File: config.mk
export PLATFORM = sky130hd
export DESIGN_NAME = mmio_uart_tx_flat
export DESIGN_NICKNAME = d
export VERILOG_FILES = /design/src/rtl/beaver32rv_pkg.sv /design/src/rtl/mmio_uart_tx_if.sv /design/src/rtl/sync_fifo.sv /design/src/rtl/mmio_uart_tx.sv /design/src/flat_wrapper.sv
export SDC_FILE = /design/constraint.sdc
export NUM_CORES = 1
export LEC_CHECK = 0
export ABC_CLOCK_PERIOD_IN_PS = 5000
export BUFFER_PORTS_ARGS = -buffer_cell sky130_fd_sc_hd__buf_2
export CAP_MARGIN = 10
export CORE_MARGIN = 4
export CORE_UTILIZATION = 35
export DETAILED_ROUTE_END_ITERATION = 16
export HOLD_SLACK_MARGIN = 0.06
export PLACE_DENSITY = 0.67
export RECOVER_POWER = 50
export SYNTH_ARGS = -nofsm -noshare
export SYNTH_HDL_FRONTEND = slang
export SYNTH_SLANG_ARGS = --single-unit
export TNS_END_PERCENT = 50
File: constraint.sdc
create_clock -name clk -period 5 [get_ports clk]
set_input_delay 0.25 -clock clk [delete_from_list [all_inputs] [get_ports clk]]
set_output_delay 0.25 -clock clk [all_outputs]
set_load 0.05 [all_outputs]
File: src/rtl/beaver32rv_pkg.sv
// Shared beaver32rv definitions: UART TX FSM states, MMIO register offsets
// and STATUS bit positions.
package beaver32rv_pkg;

    typedef enum logic [2:0] {
        StIdle,
        StStart,
        StData,
        StParity,
        StStop
    } uart_tx_state_t;

    localparam logic [31:0] UART_TXDATA_OFS = 32'h0000_0000;
    localparam logic [31:0] UART_STATUS_OFS = 32'h0000_0004;

    localparam int unsigned UART_STAT_FULL_BIT  = 0;
    localparam int unsigned UART_STAT_EMPTY_BIT = 1;
    localparam int unsigned UART_STAT_BUSY_BIT  = 2;
    localparam int unsigned UART_STAT_OVF_BIT   = 3;

endpackage

File: src/rtl/mmio_uart_tx_if.sv
// Core data-memory bus slice seen by MMIO peripherals: store/load strobes,
// address, store data and combinational load data.
interface mmio_uart_tx_if;

    logic        mem_write;
    logic        mem_read;
    logic [31:0] addr;
    logic [31:0] write_data;
    logic [31:0] read_data;

    modport master (
        output mem_write,
        output mem_read,
        output addr,
        output write_data,
        input  read_data
    );

    modport slave (
        input  mem_write,
        input  mem_read,
        input  addr,
        input  write_data,
        output read_data
    );

endinterface

File: src/rtl/sync_fifo.sv
// Single-clock FIFO with extra-MSB wrap pointers. A push into a full FIFO is
// accepted only when a pop happens in the same cycle.
module sync_fifo #(
    parameter int unsigned WIDTH = 8,
    parameter int unsigned DEPTH = 8
) (
    input  logic             clk,
    input  logic             rst,
    input  logic             push,
    input  logic [WIDTH-1:0] wdata,
    input  logic             pop,
    output logic [WIDTH-1:0] rdata,
    output logic             full,
    output logic             empty
);

    localparam int unsigned AW = $clog2(DEPTH);

    logic [WIDTH-1:0] mem_q [DEPTH];
    logic [AW:0]      wr_ptr_q, rd_ptr_q;
    logic             do_push, do_pop;

    assign empty   = (wr_ptr_q == rd_ptr_q);
    assign full    = (wr_ptr_q[AW] != rd_ptr_q[AW]) &&
                     (wr_ptr_q[AW-1:0] == rd_ptr_q[AW-1:0]);
    assign do_pop  = pop && !empty;
    assign do_push = push && (!full || do_pop);
    assign rdata   = mem_q[rd_ptr_q[AW-1:0]];

    always_ff @(posedge clk or negedge rst) begin
        if (!rst) begin
            wr_ptr_q <= '0;
            rd_ptr_q <= '0;
        end else begin
            if (do_push) wr_ptr_q <= wr_ptr_q + (AW+1)'(1);
            if (do_pop)  rd_ptr_q <= rd_ptr_q + (AW+1)'(1);
        end
    end

    // Storage needs no reset; the pointers define what is valid.
    always_ff @(posedge clk) begin
        if (do_push) mem_q[wr_ptr_q[AW-1:0]] <= wdata;
    end

endmodule

File: src/rtl/mmio_uart_tx.sv
// Memory-mapped 8N1 UART transmitter: TXDATA/STATUS decode, FIFO, baud timer
// and frame FSM. Define UART_TX_PARITY_EN to add an even-parity bit.
module mmio_uart_tx
    import beaver32rv_pkg::*;
#(
    parameter int unsigned CLK_DIV    = 16,
    parameter int unsigned FIFO_DEPTH = 8,
    parameter logic [31:0] BASE_ADDR  = 32'h0000_1000
) (
    input  logic             clk,
    input  logic             rst,
    mmio_uart_tx_if.slave    bus,
    output logic             tx,
    output logic             tx_busy
);

    localparam int unsigned    BW        = $clog2(CLK_DIV);
    localparam logic [BW-1:0]  BAUD_LAST = BW'(CLK_DIV - 1);

    uart_tx_state_t state_q, state_d;
    logic [BW-1:0]  baud_q, baud_d;
    logic [2:0]     bit_cnt_q, bit_cnt_d;
    logic [7:0]     shift_q, shift_d;
    logic           tx_q, tx_d;
    logic           overflow_q, overflow_d;
`ifdef UART_TX_PARITY_EN
    logic           parity_q, parity_d;
`endif

    logic       sel_data, sel_status;
    logic       push_req, ovf_set, ovf_clr;
    logic       pop, load, baud_end;
    logic [7:0] fifo_rdata;
    logic       fifo_full, fifo_empty;
    logic       unused_wdata;

    assign sel_data     = (bus.addr == BASE_ADDR + UART_TXDATA_OFS);
    assign sel_status   = (bus.addr == BASE_ADDR + UART_STATUS_OFS);
    assign push_req     = bus.mem_write && sel_data;
    assign unused_wdata = ^bus.write_data[31:8];

    sync_fifo #(
        .WIDTH (8),
        .DEPTH (FIFO_DEPTH)
    ) u_fifo (
        .clk   (clk),
        .rst   (rst),
        .push  (push_req),
        .wdata (bus.write_data[7:0]),
        .pop   (pop),
        .rdata (fifo_rdata),
        .full  (fifo_full),
        .empty (fifo_empty)
    );

    // A pop in the same cycle frees a slot, so the store is not an overflow.
    assign ovf_set = push_req && fifo_full && !pop;
    assign ovf_clr = bus.mem_write && sel_status && bus.write_data[UART_STAT_OVF_BIT];

    always_comb begin
        overflow_d = overflow_q;
        if (ovf_set)      overflow_d = 1'b1;
        else if (ovf_clr) overflow_d = 1'b0;
    end

    always_comb begin
        bus.read_data = '0;
        if (bus.mem_read && sel_status) begin
            bus.read_data[UART_STAT_FULL_BIT]  = fifo_full;
            bus.read_data[UART_STAT_EMPTY_BIT] = fifo_empty;
            bus.read_data[UART_STAT_BUSY_BIT]  = tx_busy;
            bus.read_data[UART_STAT_OVF_BIT]   = overflow_q;
        end
    end

    always_comb begin
        state_d   = state_q;
        baud_d    = baud_q;
        bit_cnt_d = bit_cnt_q;
        shift_d   = shift_q;
`ifdef UART_TX_PARITY_EN
        parity_d  = parity_q;
`endif
        load      = 1'b0;
        baud_end  = (baud_q == BAUD_LAST);

        if (state_q != StIdle) baud_d = baud_end ? '0 : baud_q + BW'(1);

        unique case (state_q)
            StIdle: begin
                if (!fifo_empty) load = 1'b1;
            end
            StStart: begin
                if (baud_end) state_d = StData;
            end
            StData: begin
                if (baud_end) begin
                    shift_d   = {1'b0, shift_q[7:1]};
                    bit_cnt_d = bit_cnt_q + 3'd1;
`ifdef UART_TX_PARITY_EN
                    if (bit_cnt_q == 3'd7) state_d = StParity;
`else
                    if (bit_cnt_q == 3'd7) state_d = StStop;
`endif
                end
            end
`ifdef UART_TX_PARITY_EN
            StParity: begin
                if (baud_end) state_d = StStop;
            end
`endif
            StStop: begin
                if (baud_end) begin
                    if (!fifo_empty) load = 1'b1;
                    else             state_d = StIdle;
                end
            end
            default: state_d = StIdle;
        endcase

        // Back-to-back frames reload straight from STOP without an idle cycle.
        if (load) begin
            state_d   = StStart;
            shift_d   = fifo_rdata;
            bit_cnt_d = '0;
            baud_d    = '0;
`ifdef UART_TX_PARITY_EN
            parity_d  = ^fifo_rdata;
`endif
        end
        pop = load;

        unique case (state_d)
            StStart:  tx_d = 1'b0;
            StData:   tx_d = shift_d[0];
`ifdef UART_TX_PARITY_EN
            StParity: tx_d = parity_d;
`endif
            default:  tx_d = 1'b1;
        endcase
    end

    always_ff @(posedge clk or negedge rst) begin
        if (!rst) begin
            state_q    <= StIdle;
            baud_q     <= '0;
            bit_cnt_q  <= '0;
            shift_q    <= '0;
            tx_q       <= 1'b1;
            overflow_q <= 1'b0;
`ifdef UART_TX_PARITY_EN
            parity_q   <= 1'b0;
`endif
        end else begin
            state_q    <= state_d;
            baud_q     <= baud_d;
            bit_cnt_q  <= bit_cnt_d;
            shift_q    <= shift_d;
            tx_q       <= tx_d;
            overflow_q <= overflow_d;
`ifdef UART_TX_PARITY_EN
            parity_q   <= parity_d;
`endif
        end
    end

    assign tx      = tx_q;
    assign tx_busy = (state_q != StIdle);

endmodule

File: src/flat_wrapper.sv
// flat-port wrapper written by rule: the top's interface ports become plain ports
module mmio_uart_tx_flat import beaver32rv_pkg::*;
#(
    parameter int unsigned CLK_DIV    = 16,
    parameter int unsigned FIFO_DEPTH = 8,
    parameter logic [31:0] BASE_ADDR  = 32'h0000_1000
)
  (clk, rst, tx, tx_busy, bus_mem_write, bus_mem_read, bus_addr, bus_write_data, bus_read_data);
  mmio_uart_tx_if bus_i ();
  input  logic clk;
  input  logic rst;
  output logic tx;
  output logic tx_busy;
  input wire logic [$bits(bus_i.mem_write)-1:0] bus_mem_write;
  input wire logic [$bits(bus_i.mem_read)-1:0] bus_mem_read;
  input wire logic [$bits(bus_i.addr)-1:0] bus_addr;
  input wire logic [$bits(bus_i.write_data)-1:0] bus_write_data;
  output wire logic [$bits(bus_i.read_data)-1:0] bus_read_data;
  assign bus_i.mem_write = bus_mem_write;
  assign bus_i.mem_read = bus_mem_read;
  assign bus_i.addr = bus_addr;
  assign bus_i.write_data = bus_write_data;
  assign bus_read_data = bus_i.read_data;
  mmio_uart_tx #(.CLK_DIV(CLK_DIV), .FIFO_DEPTH(FIFO_DEPTH), .BASE_ADDR(BASE_ADDR)) u_core (.clk(clk), .rst(rst), .bus(bus_i), .tx(tx), .tx_busy(tx_busy));
endmodule
======== After elaboration in Yosys (flattened, before gate mapping) ========
Memory sizes are Yosys's and may differ from the RTL's.
Cells that the tools add are included.
word-level totals
  output and inout port bits .............. 34
  input port bits ......................... 68
  memories ................................ 1
  word-level logic and storage cells ...... 71
  RAM bits ................................ 64
  register bits ........................... 28
cells by class
  add/sub/neg operators ................... 4
  mux-type cells .......................... 25
  eq/ne operators ......................... 12
  reduce and logical (&&, ||, !) cells .... 20
memory list
  name                 depth  bits a word  rd ports  clocked after memory_dff  write ports  RTL line         source
  u_core.u_fifo.mem_q  8      8            1         0                         1            sync_fifo.sv:19  logic [WIDTH-1:0] mem_q [DEPTH];
operators with widths
  operator                                                                 count
  32-bit by 13-bit equality test with 1-bit output, second input constant  2
  3-bit two-way mux                                                        9
  8-bit two-way mux                                                        3
  4-bit two-way mux                                                        4
  4-bit by 1-bit adder with 4-bit output, second input constant            3
  3-bit case mux with 4 select lines                                       1
  1-bit logical AND                                                        9
  2-bit nonzero test                                                       4
  3-bit by 1-bit equality test with 1-bit output, second input constant    2
  3-bit by 2-bit equality test with 1-bit output, second input constant    2
  3-bit equality test, second input constant                               2
  1-bit two-way mux                                                        6
  4-bit equality test                                                      1
  4-bit equality test, second input constant                               1
  1-bit case mux with 2 select lines                                       2
  3-bit by 1-bit adder with 3-bit output, second input constant            1
  3-bit equality test                                                      1
  1-bit logical NOT                                                        3
  3-bit logical NOT                                                        1
  3-bit nonzero test                                                       1
  2-bit AND reduction                                                      1
  1-bit logical OR                                                         1
  1-bit != test                                                            1

======== Logic depth before layout (Yosys ltp) ========
Gate-level depths: netlist of run 1.
  depth after elaboration ................. 9
  gate-level depth with buffers ........... 8
  depth with buffers taken out ............ 6

======== Cells and area by module ========
From an unflattened synthesis of run 1, not the netlist that was laid out.
unflattened totals
  cells, all modules ...................... 282
  area total of the unflattened synthesis .. 4405.5 µm²
modules (own cells, without submodules)
  module        cells an instance  instances  area an instance (µm²)  seq. area each (µm²)
  sync_fifo     149                1          3078.0                  2122.0
  mmio_uart_tx  133                1          1327.5                  501.7

======== Worst setup path after synthesis of run 1 ========
No wires, ideal clock.
  path kind ............................... flip-flop to flip-flop
  start point ............................. register u_core.baud_q[0]
  end point ............................... memory u_core.u_fifo.mem_q[1][0], enable pin
  setup time .............................. 0.395 ns
  period minus slack after synthesis ...... 2.856 ns
  path buffers ............................ 1
  slack ................................... 2.144 ns
  cell stages (with the launch flop) ...... 8
  arrival ................................. 2.461 ns
  required time ........................... 4.605 ns
  cells stage by stage .................... dfrtp_1 > ha_1 > nand3_2 > a211oi_2 > and2b_1 > or3b_1 > buf_6 > nor4_1
between the ends
  cells in the longest elaborated chain, start to end .. 8
RTL lines
  item                                     RTL line             source
  start, declared                          mmio_uart_tx.sv:21   logic [BW-1:0] baud_q, baud_d;
  start signal, assigned                   mmio_uart_tx.sv:156  baud_q <= baud_d;
  4-bit equality test                      mmio_uart_tx.sv:85   baud_end = (baud_q == BAUD_LAST);
  1-bit two-way mux                        mmio_uart_tx.sv:113  if (baud_end) begin
  1-bit case mux with 2 select lines       mmio_uart_tx.sv:89   unique case (state_q)
  1-bit logical AND                        sync_fifo.sv:26      assign do_pop = pop && !empty;
  1-bit logical OR                         sync_fifo.sv:27      assign do_push = push && (!full || do_pop);
  1-bit logical AND                        sync_fifo.sv:27
  1-bit two-way mux                        sync_fifo.sv:42      if (do_push) mem_q[wr_ptr_q[AW-1:0]] <= wdata;
  1-bit two-way mux (implied by the code)  sync_fifo.sv:42
  end, declared                            sync_fifo.sv:19
No other way between the ends.

======== Worst setup path in the final report of run 1 ========
  start point ............................. register u_core.u_fifo.rd_ptr_q[1]
  end point ............................... memory u_core.u_fifo.mem_q[6][1], enable pin
between the ends
  cells in the longest elaborated chain, start to end .. 9
  elaborated cells between the ends (all ways) .. 13
  those cells by class .................... 2 x eq/ne; 5 x mux; 6 x reduce/logical
RTL lines
  item                                       RTL line                                 source
  start, declared                            sync_fifo.sv:20                          logic [AW:0] wr_ptr_q, rd_ptr_q;
  start signal, assigned                     sync_fifo.sv:36                          if (do_pop) rd_ptr_q <= rd_ptr_q + (AW+1)'(1);
  4-bit equality test                        sync_fifo.sv:23                          assign empty = (wr_ptr_q == rd_ptr_q);
  1-bit two-way mux                          mmio_uart_tx.sv:91, mmio_uart_tx.sv:114
  1-bit two-way mux                          mmio_uart_tx.sv:113
  1-bit case mux with 2 select lines         mmio_uart_tx.sv:89
  1-bit logical AND                          sync_fifo.sv:26
  1-bit logical OR *                         sync_fifo.sv:27
  1-bit logical AND *                        sync_fifo.sv:27
  1-bit two-way mux *                        sync_fifo.sv:42
  1-bit two-way mux (implied by the code) *  sync_fifo.sv:42
Every way passes the cells marked *; elsewhere a longest branch is shown, timed or not.

==> results of run 1 <==
## registers in the layout (all words and copies together) (netlist names)
name / cells
u_core.bit_cnt_q: 3
u_core.u_fifo.mem_q: 64
u_core.overflow_q: 1
u_core.shift_q: 8
u_core.tx: 1
u_core.u_fifo.wr_ptr_q: 4
u_core.u_fifo.rd_ptr_q: 4
u_core.state_q: 3
u_core.baud_q: 4
## stage by stage
stage               setup WS [ns]    util  area [µm²]
floorplan                   2.144       -        4289
global placement            2.229  0.3884        4492
detailed placement          2.075  0.3884        4492
CTS                         2.036  0.4162        4813
global route                1.909  0.4151        4801
finish                      2.096  0.4151        4801
## synth_stat cells (2+ instances only)
master and number:
a311oi_1 2, buf_4 28, edfxtp_1 64, buf_6 2, nand3_1 3, mux2i_1 10
clkbuf_1 3, xnor2_1 6, nand2_1 11, xor2_1 6, nor2b_1 9, nor4b_2 2
a211oi_1 7, and2_1 3, nor3_1 4, a21oi_1 14, nor4_1 12, buf_2 6
nor2_1 9, clkbuf_2 3, dfrtp_1 27, ha_1 5, nand4_1 3, inv_1 5
mux4_2 16, nor4_2 3
## cell families (layout without fill, tap and decap cells)
| family | after synthesis | count (layout) | synth area share |
|---|---|---|---|
| compound gates | 25 | 25 | 0.03765 |
| xor+xnor | 12 | 12 | 0.02510 |
| fa+ha+maj | 5 | 5 | 0.01494 |
| buf+inv | 47 | 80 | 0.07350 |
| flops | 92 | 92 | 0.6265 |
| mux | 27 | 27 | 0.1135 |
| other cells | 1 | 28 | 0.0008955 |
| simple gates | 71 | 71 | 0.1079 |
## routing by layer
layer | wire length (µm) | track usage | vias to the layer above
met3 | 275 | 0.03032 | 4
li1 | - | - | 1119
met2 | 4210 | 0.2099 | 54
met5 | 0 | 0 | -
met4 | 41 | 0.02126 | 0
met1 | 3300 | 0.1373 | 1203
## timing repair
action                                  CTS  global route
hold buffers                              1             0
endpoints found under the setup margin    0             0
buffers inserted                          0             0
endpoints found under the hold margin    27             0
## where the power goes
part / internal (mW) / switching (mW)
clock network: 0.399 / 0.292
registers: 0.816 / 0.000000000432
logic: 0.0131 / 0.0636
total: 1.23 / 0.355
## worst max-delay path by stage
stage                              start                        end  slack (ns)  cells past startpoint
2_1_floorplan           u_core.baud_q[0]  u_core.u_fifo.mem_q[1][0]        2.14                      7
3_3_place_gp   u_core.u_fifo.rd_ptr_q[1]  u_core.u_fifo.mem_q[3][4]        2.23                      6
3_5_place_dp   u_core.u_fifo.rd_ptr_q[1]  u_core.u_fifo.mem_q[6][4]        2.07                      6
4_1_cts        u_core.u_fifo.rd_ptr_q[1]  u_core.u_fifo.mem_q[6][3]        2.04                      6
5_1_grt        u_core.u_fifo.rd_ptr_q[1]  u_core.u_fifo.mem_q[6][1]        1.91                      6
6_report       u_core.u_fifo.rd_ptr_q[1]  u_core.u_fifo.mem_q[6][1]        2.10                      6
## layout make-up
type / instances / area [µm²] / share of cell area
Clock buffer: 10 / 229.0 / 0.04769
Tap cell: 143 / 178.9 / 0.03727
Multi-Input combinational cell: 168 / 1358 / 0.2828
Sequential cell: 92 / 2624 / 0.5465
Clock inverter: 6 / 82.58 / 0.01720
Inverter: 5 / 18.77 / 0.003909
Timing Repair Buffer: 59 / 310.3 / 0.06463
==> impl_metrics.ini, run 1 <==
[timing]
worst_pin_slew_ns = 1.522
skew_ns = 0.008887
slew_headroom = -0.01471
rsz0062_at_grt = no
max_freq_mhz = 344.4
setup_tns_ns = 0
min_period_ns = 2.904
timing.hold.ws_ns = 0.1793
hold_viol = 0
post-route-period-util = 0.5808
slew_violations = 29
setup_viol = 0

[yosys]
ys_ff_latch = 92
yosysTopAreaCellShare = 0.4589
synth_top_area_cell = edfxtp_1
async_flop_share = 0.3043
syn_inst = 280
synth_area_mm2 = 0.004188
ys_types = 43
synth_area_per_cell_um2 = 14.96
synth_area_leaders = edfxtp_1 (46%), dfrtp_1 (16%), mux4_2 (8.6%)
ys.flop_type = edfxtp_1
yosysWarnings = 0
synth_edf_count = 64
ys_seq_area_frac = 0.6265

[routing]
wl_um = 7829
vias = 2380
drt_iter0_drc = 85
vias_per_cell = 4.928
drt_pass1_iterations = 4
wire_per_inst_um = 16.21
drcViolationCount = 0
drtAntennaViolNets = 0

[critical_path]
reg2reg_to = u_core.u_fifo.mem_q[6][1]
worstReg2RegStart = u_core.u_fifo.rd_ptr_q[1]
crit_family = simple AND/OR/NAND/NOR gates
critPathLaunchType = flip-flop
critPathKind = reg -> reg
slowest_delay_ns = 0.99
path_max_fanout = 20
cp.arrival_ns = 2.94
critPathMostFrequentCell = nor4_1
required_ns = 5.03
cp-end-kind = flip-flop
path_buf_inv = 1
r2r.worst_path.cells = 6
critical_path.slowest_cell = dfrtp_1
rrSetupSlack_ns = 2.10
worstPathCellList = xor2_1, nor4_1, and2b_1, or3b_1, nor4_1, buf_4

[min_path]
hold_class = in -> reg
whs_endpoint = u_core.overflow_q
holdPathStages = 2
holdCritStartpoint = bus_addr[2]

[power]
power.total_mw = 1.583
p_per_area_mw_per_mm2 = 329.8
vdd_drop_max_uv = 259.8
leakage_nw = 1.862

[clocking]
clk_pin_slew_ns = 0.07
cts_tree = yes
clk_latency_ns = 0.33
clockRootBuffer = clkbuf_16
htree_levels = 3
numCtsBuffers = 9
ctsResizeCount = 0
clock_path_buffers = 2
cts.sinks = 92

[global_route]
antenna_found_initial = 0
grt_max_degree = 29
grt-ovfl-total = 0
track_usage = 0.1148
grt_first_pass_wirelength_um = 12480
first_global_vias = 2429

[die]
die_y_um = 117.4
rows = 39
start_util = 0.3621
core_mm2 = 0.01156
dieArea_mm2 = 0.01378
die_w_um = 117.4
io_pins = 102

[place]
port-buffer-count = 49
dpl.cell_count = 466
dpl.hpwl_um = 5218
routabilityCongestion = 0.7228

[status]
status = finished with violations
violations = capacitance limit, slew limit

[finish]
final_cell_mix = edfxtp_1 (64), buf_2 (39), conb_1 (28), dfrtp_1 (27), mux4_2 (16)
final_common_cell = edfxtp_1
final_cells = 483
layout-drive-gt1-share = 0.2676
num_antenna_cells = 0
nNetsFinal = 408
fill_cells = 1038
area_growth_pct = 14.64

[flow_run]
maxCapViolations = 1
(Power assumes the default switching activity.)
==> run 2: changes to the inputs <==
Settings changed: ABC_CLOCK_PERIOD_IN_PS 5000 to 2960.
Clock period 5 ns to 2.96 ns, I/O delays scaled along.
==> impl_metrics.ini, run 2 (synthesized netlist as in run 1, its figures left out) <==
[routing]
vias_per_cell = 4.949
highest_layer = met4
wl_um = 7774
routed-wl-met3_um = 345
drt_iter0_drc = 140
wire_per_inst_um = 16.00
wirelength_met1_um = 3267
drcViolationCount = 0
vias = 2405
drt_pass1_iterations = 4
drtAntennaViolNets = 0
routed-wl-met2_um = 4012

[critical_path]
cp-end-kind = flip-flop
critical_path.slowest_cell = or3b_1
path_buf_inv = 1
worstPathCellList = ha_1, nand3_2, a211oi_2, and2b_1, or3b_1, nor4_1, buf_4
path_max_fanout = 9
required_ns = 2.99
critPathLaunchType = flip-flop
cp.arrival_ns = 2.68
crit_family = simple AND/OR/NAND/NOR gates
critPathKind = reg -> reg
slowest_delay_ns = 0.52

[die]
io_pins = 102
die_w_um = 117.4
core_mm2 = 0.01156
dieArea_mm2 = 0.01378
start_util = 0.3621
die_y_um = 117.4
rows = 39

[finish]
largest_reg_flops = 64
fill_cells = 1062
regArea_mm2 = 0.002624
final_cell_mix = edfxtp_1 (64), buf_2 (39), conb_1 (28), dfrtp_1 (27), mux4_2 (16)
nNetsFinal = 411
area_growth_pct = 14.46
multi_input_area_mm2 = 0.001358
num_antenna_cells = 0
fin_area_mm2 = 0.004793
final_common_cell = edfxtp_1
layout-drive-gt1-share = 0.2741

[global_route]
grt_first_pass_wirelength_um = 12710
grt-ovfl-total = 0
grt_max_degree = 29
track_usage = 0.1179
first_global_vias = 2450
antenna_found_initial = 0

[clocking]
numCtsBuffers = 9
clock_path_buffers = 2
htree_levels = 3
clockRootBuffer = clkbuf_16
clk_latency_ns = 0.34
cts_tree = yes
cts.sinks = 92
clk_pin_slew_ns = 0.07
post_cts_buffers = 0

[timing]
max_freq_mhz = 378.2
min_period_ns = 2.644
slew_violations = 29
setup_tns_ns = 0
setup_viol = 0
post-route-period-util = 0.8933
slew_headroom = -0.03316
worst_pin_slew_ns = 1.550
hold_viol = 0
skew_ns = 0.007910
rsz0062_at_grt = no

[place]
dpl.hpwl_um = 5164
placed_cell_area_mm2 = 0.004514
port-buffer-count = 49
routabilityCongestion = 0.7334

[flow_run]
maxCapViolations = 1

[power]
power.total_mw = 2.590
p_per_area_mw_per_mm2 = 540.4
vdd_drop_max_uv = 375.1
leakage_nw = 1.861

[min_path]
hold_class = in -> reg

[status]
status = finished with violations
violations = capacitance limit, slew limit
## run 2: final timing paths
kind | from | slack, ns | endpoint | cells past startpoint
min reg2reg | u_core.u_fifo.rd_ptr_q[3] | 0.50 | u_core.u_fifo.rd_ptr_q[3] | 1
max reg2reg | u_core.baud_q[0] | 0.32 | u_core.u_fifo.mem_q[6][1] | 7
max | u_core.baud_q[0] | 0.32 | u_core.u_fifo.mem_q[6][1] | 7
max in group asynchronous | rst | 1.32 | u_core.shift_q[4] | 2
min in group asynchronous | rst | 0.74 | u_core.baud_q[1] | 2
min | bus_addr[2] | 0.08 | u_core.overflow_q | 2
## run 2: worst register-to-register path, delay by kind of cell (launching register included)
family | cells | cell delay (ns)
adders and majority gates | 1 | 0.21
and+or+nand+nor | 4 | 1.18
AOI/OAI and AO/OA | 1 | 0.27
DFF | 1 | 0.39
buffers and inverters | 1 | 0.27
## run 2: repair_timing
item / in CTS / in global routing
hold endpoints to repair: 27 / 0
gates resized for setup: 0 / 0
hold buffers: 1 / 0
## run 2: final cells by class
type,instances,area share
clock inverter,6,0.01096
inverter,5,0.003915
clock buffer,10,0.04777
sequential,92,0.5474
timing repair buffer,62,0.06943
multi-input combinational,168,0.2832
tap,143,0.03733
## run 2: power by group
group	internal, mW	switching (mW)	leakage [nW]
registers	1.38	0.000000000771	0.929
clock network	0.584	0.498	0.132
logic	0.0221	0.107	0.800
## run 2: layer usage
metal  track usage  up-vias
met2        0.2117       71
li1              -     1115
met5             0        -
met3       0.02839       14
met1        0.1380     1205
met4       0.04032        0
## run 2: metrics by stage
| step | cells | hold slack (ns) | setup WS (ns) | utilization |
|---|---|---|---|---|
| floorplan | 307 | -0.1476 | 0.1041 | - |
| global placement | 469 | 0.1985 | 0.4185 | 0.3903 |
| detailed placement | 469 | 0.2126 | 0.3510 | 0.3903 |
| CTS | 486 | 0.06207 | 0.3258 | 0.4156 |
| global route | 486 | 0.08755 | 0.1941 | 0.4145 |
| finish | 486 | 0.07776 | 0.3159 | 0.4145 |
==> run 3: changes to the inputs <==
Settings changed: RECOVER_POWER 50 to not set.
==> impl_metrics.ini, run 3 (synthesized netlist as in run 1, its figures left out) <==
[status]
status = finished, final reports clean

[routing]
vias_per_cell = 4.951
drt_pass1_iterations = 4
wl_um = 7756
drcViolationCount = 0
wire_per_inst_um = 15.96
drt_iter0_drc = 138
vias = 2406
drtAntennaViolNets = 0

[timing]
skew_ns = 0.008116
rsz0062_at_grt = no
hold_viol = 0
worst_slack_ns = 0.3160
min_period_ns = 2.644
setup_viol = 0
max_freq_mhz = 378.2
post-route-period-util = 0.8932
slew_headroom = 0.5032
worst_pin_slew_ns = 0.7437
setup_tns_ns = 0
slew_violations = 0

[clocking]
clock_path_buffers = 2
cts_tree = yes
clk_latency_ns = 0.34
clockRootBuffer = clkbuf_16
htree_levels = 3
clk_pin_slew_ns = 0.07
cts.sinks = 92
numCtsBuffers = 9

[place]
routabilityCongestion = 0.7334
place_ws_ns = 0.3510
dpl.hpwl_um = 5164
port-buffer-count = 49

[power]
leakage_nw = 1.888
p_per_area_mw_per_mm2 = 539.3
vdd_drop_max_uv = 375.0

[finish]
layout-drive-gt1-share = 0.3032
final_cell_mix = edfxtp_1 (64), buf_2 (49), conb_1 (28), dfrtp_1 (27), mux4_2 (16)
num_antenna_cells = 0
final_common_cell = edfxtp_1
nNetsFinal = 411
area_growth_pct = 14.76
largest_reg_flops = 64

[die]
rows = 39
dieArea_mm2 = 0.01378
io_pins = 102
die_y_um = 117.4
start_util = 0.3621
core_mm2 = 0.01156
die_w_um = 117.4

[critical_path]
required_ns = 2.99
critical_path.slowest_cell = or3b_1
path_max_fanout = 9
cp-end-kind = flip-flop
path_buf_inv = 1
slowest_delay_ns = 0.52
worstPathCellList = ha_1, nand3_2, a211oi_2, and2b_1, or3b_1, nor4_1, buf_4
critPathKind = reg -> reg
critPathLaunchType = flip-flop
crit_family = simple AND/OR/NAND/NOR gates
cp.arrival_ns = 2.68
rrSetupSlack_ns = 0.32

[min_path]
hold_class = in -> reg

[global_route]
grt_first_pass_wirelength_um = 12710
grt_max_degree = 29
track_usage = 0.1179
antenna_found_initial = 0
first_global_vias = 2450
grt-ovfl-total = 0

[flow_run]
maxCapViolations = 0
## run 3: where the power goes
group          internal [mW]  switching (mW)
Sequential              1.38  0.000000000772
Combinational         0.0239           0.107
Clock                  0.584           0.498
Total                   1.99           0.605
## run 3: worst paths after layout
| check | from | endpoint | cells past startpoint |
|---|---|---|---|
| worst max-delay path | u_core.baud_q[0] | u_core.u_fifo.mem_q[6][1] | 7 |
| worst min-delay path | bus_write_data[6] | u_core.u_fifo.mem_q[7][6] | 1 |
| worst max register to register | u_core.baud_q[0] | u_core.u_fifo.mem_q[6][1] | 7 |
| worst min register to register | u_core.u_fifo.rd_ptr_q[3] | u_core.u_fifo.rd_ptr_q[3] | 1 |
| max in group asynchronous | rst | u_core.shift_q[4] | 2 |
| min in group asynchronous | rst | u_core.baud_q[1] | 2 |
## run 3: final cells by class
cell class              instances  area, µm²
well taps                     143      178.9
flip-flops and latches         92       2624
clock buffers                  10      229.0
clock inverters                 6      52.55
multi-input cells             168       1358
inverters                       5      18.77
repair buffers                 62      345.3
fillers                      1058       6759
## run 3: through the flow
stage	std cells	util	cell area [µm²]	hold slack, ns	power, mW
final	486	0.4156	4806	0.06334	2.592
after global routing	486	0.4156	4806	0.07157	2.682
after detailed placement	469	0.3903	4514	0.2126	1.535
after floorplan	307	-	4289	-0.1476	1.516
after CTS	486	0.4156	4806	0.06207	2.619
after global placement	469	0.3903	4514	0.1985	1.532
## run 3: per-layer routing
layer  vias up  share of wire  track usage
met5         -              0            0
met4         0          0.013      0.04032
met3        11          0.046      0.02839
met2        74           0.52       0.2117
met1      1207           0.42       0.1380
li1       1114              -            -
## run 3: what timing repair did
action	4_1_cts	5_1_grt
hold endpoints to repair	27	0
hold buffers	1	0
gates resized for setup	0	0
buffers inserted	0	0
endpoints found under the setup margin	0	0
